<file path="src/rtl/pool_window_3x3.sv">
// Streaming 3x3 window generator for the max-pooling path: two line buffers plus a
// 3x3 shift window, emitting one registered window per STRIDE step in each direction.
module pool_window_3x3 #(
    parameter int DATA_WIDTH = 32,
    parameter int IMG_WIDTH  = 8,
    parameter int IMG_HEIGHT = 8,
    parameter int STRIDE     = 2
) (
    input  logic                  clk,
    input  logic                  rst,
    input  logic [DATA_WIDTH-1:0] Data_In,
    input  logic                  Valid_In,
    input  logic                  Start_In,
    output logic [DATA_WIDTH-1:0] Data_Out0,
    output logic [DATA_WIDTH-1:0] Data_Out1,
    output logic [DATA_WIDTH-1:0] Data_Out2,
    output logic [DATA_WIDTH-1:0] Data_Out3,
    output logic [DATA_WIDTH-1:0] Data_Out4,
    output logic [DATA_WIDTH-1:0] Data_Out5,
    output logic [DATA_WIDTH-1:0] Data_Out6,
    output logic [DATA_WIDTH-1:0] Data_Out7,
    output logic [DATA_WIDTH-1:0] Data_Out8,
    output logic                  Valid_Out,
    output logic                  Frame_Done
);

    localparam int COL_W = $clog2(IMG_WIDTH);
    localparam int ROW_W = $clog2(IMG_HEIGHT);
    localparam logic [COL_W-1:0] LAST_COL      = COL_W'(IMG_WIDTH - 1);
    localparam logic [ROW_W-1:0] LAST_ROW      = ROW_W'(IMG_HEIGHT - 1);
    localparam logic [COL_W-1:0] FINAL_WIN_COL = COL_W'(2 + ((IMG_WIDTH - 3) / STRIDE) * STRIDE);
    localparam logic [ROW_W-1:0] FINAL_WIN_ROW = ROW_W'(2 + ((IMG_HEIGHT - 3) / STRIDE) * STRIDE);

    logic [COL_W-1:0]      col_q, col_cur;
    logic [ROW_W-1:0]      row_q, row_cur;
    logic [DATA_WIDTH-1:0] line_n1 [IMG_WIDTH];
    logic [DATA_WIDTH-1:0] line_n2 [IMG_WIDTH];
    logic [DATA_WIDTH-1:0] win      [9];
    logic [DATA_WIDTH-1:0] win_next [9];
    logic [DATA_WIDTH-1:0] out_win  [9];
    logic                  stride_ok;
    logic                  emit;
    logic                  last_win;

    // Start_In resynchronises the current pixel to (0,0); stale buffer contents are harmless
    // because nothing is emitted until row 2 of the new frame.
    always_comb begin
        col_cur = Start_In ? '0 : col_q;
        row_cur = Start_In ? '0 : row_q;

        for (int r = 0; r < 3; r++) begin
            win_next[3*r]   = win[3*r+1];
            win_next[3*r+1] = win[3*r+2];
        end
        win_next[2] = line_n2[col_cur];
        win_next[5] = line_n1[col_cur];
        win_next[8] = Data_In;

        // With STRIDE 2, (x-2) % 2 == 0 reduces to x being even.
        stride_ok = (STRIDE == 1) || (!row_cur[0] && !col_cur[0]);
        emit      = Valid_In && (row_cur >= ROW_W'(2)) && (col_cur >= COL_W'(2)) && stride_ok;
        last_win  = (row_cur == FINAL_WIN_ROW) && (col_cur == FINAL_WIN_COL);
    end

    always_ff @(posedge clk or posedge rst) begin
        if (rst) begin
            col_q <= '0;
            row_q <= '0;
        end else if (Valid_In) begin
            if (col_cur == LAST_COL) begin
                col_q <= '0;
                row_q <= (row_cur == LAST_ROW) ? '0 : row_cur + ROW_W'(1);
            end else begin
                col_q <= col_cur + COL_W'(1);
                row_q <= row_cur;
            end
        end
    end

    always_ff @(posedge clk or posedge rst) begin
        if (rst) begin
            for (int i = 0; i < IMG_WIDTH; i++) begin
                line_n1[i] <= '0;
                line_n2[i] <= '0;
            end
            for (int i = 0; i < 9; i++) begin
                win[i] <= '0;
            end
        end else if (Valid_In) begin
            line_n2[col_cur] <= line_n1[col_cur];
            line_n1[col_cur] <= Data_In;
            for (int i = 0; i < 9; i++) begin
                win[i] <= win_next[i];
            end
        end
    end

    // Output window is captured only on emit so it holds until the next window.
    always_ff @(posedge clk or posedge rst) begin
        if (rst) begin
            Valid_Out  <= 1'b0;
            Frame_Done <= 1'b0;
            for (int i = 0; i < 9; i++) begin
                out_win[i] <= '0;
            end
        end else begin
            Valid_Out  <= emit;
            Frame_Done <= emit && last_win;
            if (emit) begin
                for (int i = 0; i < 9; i++) begin
                    out_win[i] <= win_next[i];
                end
            end
        end
    end

    assign Data_Out0 = out_win[0];
    assign Data_Out1 = out_win[1];
    assign Data_Out2 = out_win[2];
    assign Data_Out3 = out_win[3];
    assign Data_Out4 = out_win[4];
    assign Data_Out5 = out_win[5];
    assign Data_Out6 = out_win[6];
    assign Data_Out7 = out_win[7];
    assign Data_Out8 = out_win[8];

endmodule

</file>
<file path="config.mk">
export PLATFORM = sky130hd
export DESIGN_NAME = pool_window_3x3
export DESIGN_NICKNAME = d
export VERILOG_FILES = /design/src/rtl/pool_window_3x3.sv
export SDC_FILE = /design/constraint.sdc
export NUM_CORES = 2
export LEC_CHECK = 0
export ABC_CLOCK_PERIOD_IN_PS = 68700
export CELL_PAD_IN_SITES_DETAIL_PLACEMENT = 1
export CELL_PAD_IN_SITES_GLOBAL_PLACEMENT = 2
export CORE_ASPECT_RATIO = 0.8
export CORE_MARGIN = 3
export CORE_UTILIZATION = 44
export DETAILED_ROUTE_END_ITERATION = 16
export PLACE_DENSITY = 0.93
export SLEW_MARGIN = 40
export SYNTH_ARGS = -nofsm -noshare
export SYNTH_HDL_FRONTEND = slang
export SYNTH_SLANG_ARGS = --single-unit
</file>
<file path="constraint.sdc">
create_clock -name clk -period 68.7 [get_ports clk]
set_input_delay 17.175 -clock clk [delete_from_list [all_inputs] [get_ports clk]]
set_output_delay 17.175 -clock clk [all_outputs]
set_load 0.1 [all_outputs]
</file>
==> results.yml <==
setup_path:
  critical_setup_path_class: "primary input to register"
  timing.critical_path.slowest_cell_delay_ns: 0.65
  timing.critical_path.arrival_ns: 20.95
  critical_path.reg2reg.startpoint: "col_q[0]"
  critPathMostFrequentCell: "sky130_fd_sc_hd__buf_4"
  startpoint_type: "primary input"
  critical_path.slowest_cell: "sky130_fd_sc_hd__buf_4"
  path_max_fanout: 59
  timing.critical_path.from: "Start_In"
  data_required_time_at_the_worst_endpoint_ns: 69.24
  endpoint_kind: "register"
  timing.critical_path.cells: "clkdlybuf4s50_1 -> buf_4 -> nand2b_1 -> ha_1 -> a21oi_1 -> nor3_2 -> buf_12 -> buf_4 -> buf_12 -> buf_4 -> mux2_2"
flow_run:
  drv_cap: 0
layout:
  nets: 3276
  register_area_mm2: 0.0250
  area_of_the_multi_input_gates_mm2: 0.0147
  drive_gt1_share_pct: 35.8
  count_of_fill_cells_added_during_filler_insertion: 9075
  area_delta_synth_final_pct: 15.5
die:
  placement_rows: 99
  fp.dieH_um: 278
  core-area_mm2: 0.0915
  initial_utilization_pct: 44.6
  die-width_um: 347
  fp.dieArea_mm2: 0.0965
  top_level_ports: 326
yosys:
  seq_area_frac_synth_pct: 61.3
  mappedNetlistNets: 3037
  yosysTopAreaCellShare_pct: 61.3
  ys_warn_count: 0
  synth.most_common_cell: "sky130_fd_sc_hd__dfrtp_1"
  synth_area_leader_cell: "sky130_fd_sc_hd__dfrtp_1"
  yosys-top-cells-area: "sky130_fd_sc_hd__dfrtp_1 61%, sky130_fd_sc_hd__mux2_2 18%, sky130_fd_sc_hd__mux2i_1 5.5%"
  synth.ff_latch_count: 1000
  postSynth.topFlopCell: "sky130_fd_sc_hd__dfrtp_1"
  synthesis.area_per_instance_um2: 13.6
  synth_area_mm2: 0.0408
  async_flop_share_pct: 100
  top_cells_by_count_synth: "1000 x sky130_fd_sc_hd__dfrtp_1, 641 x sky130_fd_sc_hd__mux2_2, 226 x sky130_fd_sc_hd__mux2i_1"
  postSynthCellCount: 2996
  synth_edf_count: 0
  post_synth_num_cell_types: 45
route:
  drt_wl_total_mm: 105
  avgRoutedWirePerCell_um: 23.2
  route.detailed.vias_per_inst: 5.50
  antenna_nets_post_route: 0
  route.vias.total: 24900
  drt_drc_violations_left: 0
  drt_iter0_markers: 1469
  dr.pass1.iters: 4
power:
  sw_frac_of_total_pct: 28.7
  powerDensity_mw_per_mm2: 36.0
  p_switching_mw: 0.487
  p_int_mw: 1.21
  power.share.combinational_pct: 18.0
  share_of_total_power_in_sequential_cells_pct: 48.7
  irDropWorstVdd_v: 0.0000223
  static-leakage-power_nw: 22.9
  clock_power_share_pct: 33.3
cts:
  cts_resized: 0
  clock_latency_ns: 0.67
  cts.repair_timing.setup_buffer_count: 0
  cts_h_tree_depth: 3
  clock-sinks: 1000
  tritoncts.num_buffers: 102
  post_cts_hold_buffer_count: 0
  cts_tree: "yes"
  clock_tree.buffer_depth: 3
  clk_transition_reported_paths_ns: 0.06
  cts_root_buf: "sky130_fd_sc_hd__clkbuf_16"
global_route:
  globalRouteTotalUtil_pct: 21.9
  grt_start_max_net_pins: 116
  number_of_antenna_violations_at_the_first_check_in_global_routing: 3
  grt_pass1_wl_mm: 166
  grt_pass1_vias: 27500
  global_route.overflow_total: 0
placed_design:
  placement.setup.worst_slack_ns: 47.62
  gp_congestion: 0.715
  placement.io_buffers: 325
  place_hpwl_mm: 62.4
sta:
  hold_violations: 0
  layout_worst_path_cycle_share_pct: 29.7
  worst-slew-pin-transition_ns: 0.899
  max_clock_freq_mhz: 49.0
  grt_setup_unrepaired: "false"
  slew_violations: 0
  fin_worst_skew_ns: 0.0232
  smallest_setup_slack_after_layout_ns: 48.29
  fin_setup_tns_ns: 0
  timing.slew.headroom_pct: 40.0
  final_hold_slack_ns: 0.479
  finalCriticalPeriod_ns: 20.41
  setup-violations-final: 0
status:
  outcome: "finished clean"
min_path:
  min_path_type: "register to register"
  hold_path.startpoint: "Data_Out0[30]"
-- power by group through the flow --
| stage | clock network, mW | logic, mW | registers [mW] |
|---|---|---|---|
| 6_report | 0.565 | 0.305 | 0.827 |
| 5_1_grt | 0.604 | 0.339 | 0.846 |
| 4_1_cts | 0.579 | 0.308 | 0.827 |
| 3_5_place_dp | 0 | 0.302 | 0.834 |
| 3_3_place_gp | 0 | 0.281 | 0.823 |
| 2_1_floorplan | 0 | 0.225 | 0.808 |
-- worst paths after layout --
kind / endpoint / slack [ns] / cells after the start
setup / recovery: Data_Out1[24] / 48.29 / 11
hold / removal: Data_Out0[30] / 0.48 / 1
setup reg to reg: Data_Out1[24] / 64.69 / 10
hold reg to reg: Data_Out0[30] / 0.48 / 1
max in group asynchronous: win[22] / 49.06 / 6
min in group asynchronous: Data_Out0[4] / 16.98 / 2
-- sequential cells by signal, summed over array words and instances, names as in the netlist, 3 cells and up --
signal	cells
line_n1	256
line_n2	256
win	192
Data_Out0	32
Data_Out1	32
Data_Out2	32
Data_Out3	32
Data_Out4	32
Data_Out5	32
Data_Out6	32
Data_Out7	32
Data_Out8	32
col_q	3
row_q	3
-- cells in the final DEF, fill, tap and decap left out, types with 3 or more instances in the layout --
cell	instances
sky130_fd_sc_hd__mux2_1	29
sky130_fd_sc_hd__clkdlybuf4s50_1	34
sky130_fd_sc_hd__nand3b_1	3
sky130_fd_sc_hd__nand2b_1	3
sky130_fd_sc_hd__a211o_1	31
sky130_fd_sc_hd__nand2_1	163
sky130_fd_sc_hd__o21ai_1	25
sky130_fd_sc_hd__buf_16	4
sky130_fd_sc_hd__nor2_1	135
sky130_fd_sc_hd__dfrtp_1	999
sky130_fd_sc_hd__clkbuf_16	104
sky130_fd_sc_hd__o22ai_1	59
sky130_fd_sc_hd__buf_2	287
sky130_fd_sc_hd__a211oi_2	3
sky130_fd_sc_hd__bufinv_16	8
sky130_fd_sc_hd__o22ai_2	4
sky130_fd_sc_hd__clkbuf_1	26
sky130_fd_sc_hd__inv_1	36
sky130_fd_sc_hd__a211oi_4	27
sky130_fd_sc_hd__clkinvlp_4	3
sky130_fd_sc_hd__o21ai_0	140
sky130_fd_sc_hd__clkinv_2	17
sky130_fd_sc_hd__clkbuf_8	23
sky130_fd_sc_hd__mux2i_1	226
sky130_fd_sc_hd__mux2_2	641
sky130_fd_sc_hd__ha_1	5
sky130_fd_sc_hd__inv_6	3
sky130_fd_sc_hd__o2bb2ai_1	61
sky130_fd_sc_hd__buf_4	20
sky130_fd_sc_hd__buf_12	4
sky130_fd_sc_hd__nor2b_1	3
sky130_fd_sc_hd__buf_6	19
sky130_fd_sc_hd__a21oi_1	137
-- through the flow --
stage / instance area (um2) / power [mW] / instances / util [%]
CTS: 47100 / 1.71 / 4528 / 51.4
finish: 47100 / 1.70 / 4530 / 51.5
detailed placement: 43700 / 1.14 / 4343 / 47.7
global placement: 44800 / 1.10 / 4337 / 48.9
global route: 47100 / 1.79 / 4528 / 51.5
floorplan: 40800 / 1.03 / 2996 / -
-- cell type report --
type                    instances  share of cell area (%)
well taps                    1212                    3.22
clock inverters                33                   0.847
inverters                      38                   0.329
clock buffers                 152                    6.37
flip-flops and latches       1000                    53.1
repair buffers                371                    5.04
multi-input cells            1722                    31.1
diodes                          2                  0.0106
-- cells by family after synthesis --
group                      share of synthesized area (%)
buffers and inverters                               3.27
and+or+nand+nor                                     3.28
adders and majority gates                          0.153
muxes                                               24.0
AOI/OAI and AO/OA                                   7.96
DFF                                                 61.3
-- worst max-delay path, delay by kind of cell --
| kind | cells | cell delay (ns) |
|---|---|---|
| muxes | 1 | 0.42 |
| AOI/OAI and AO/OA | 1 | 0.06 |
| adders and majority gates | 1 | 0.22 |
| and+or+nand+nor | 2 | 0.55 |
| buffers and inverters | 6 | 2.36 |
-- layer usage --
metal | up-vias | GRT usage (%) | share of wire [%]
li1 | 11100 | - | -
met1 | 13300 | 31.3 | 47
met2 | 441 | 34.7 | 46
met3 | 139 | 4.29 | 4.7
met4 | 2 | 5.02 | 1.9
met5 | - | 0 | 0.012
Note: power is estimated with default switching activity, not from simulation.
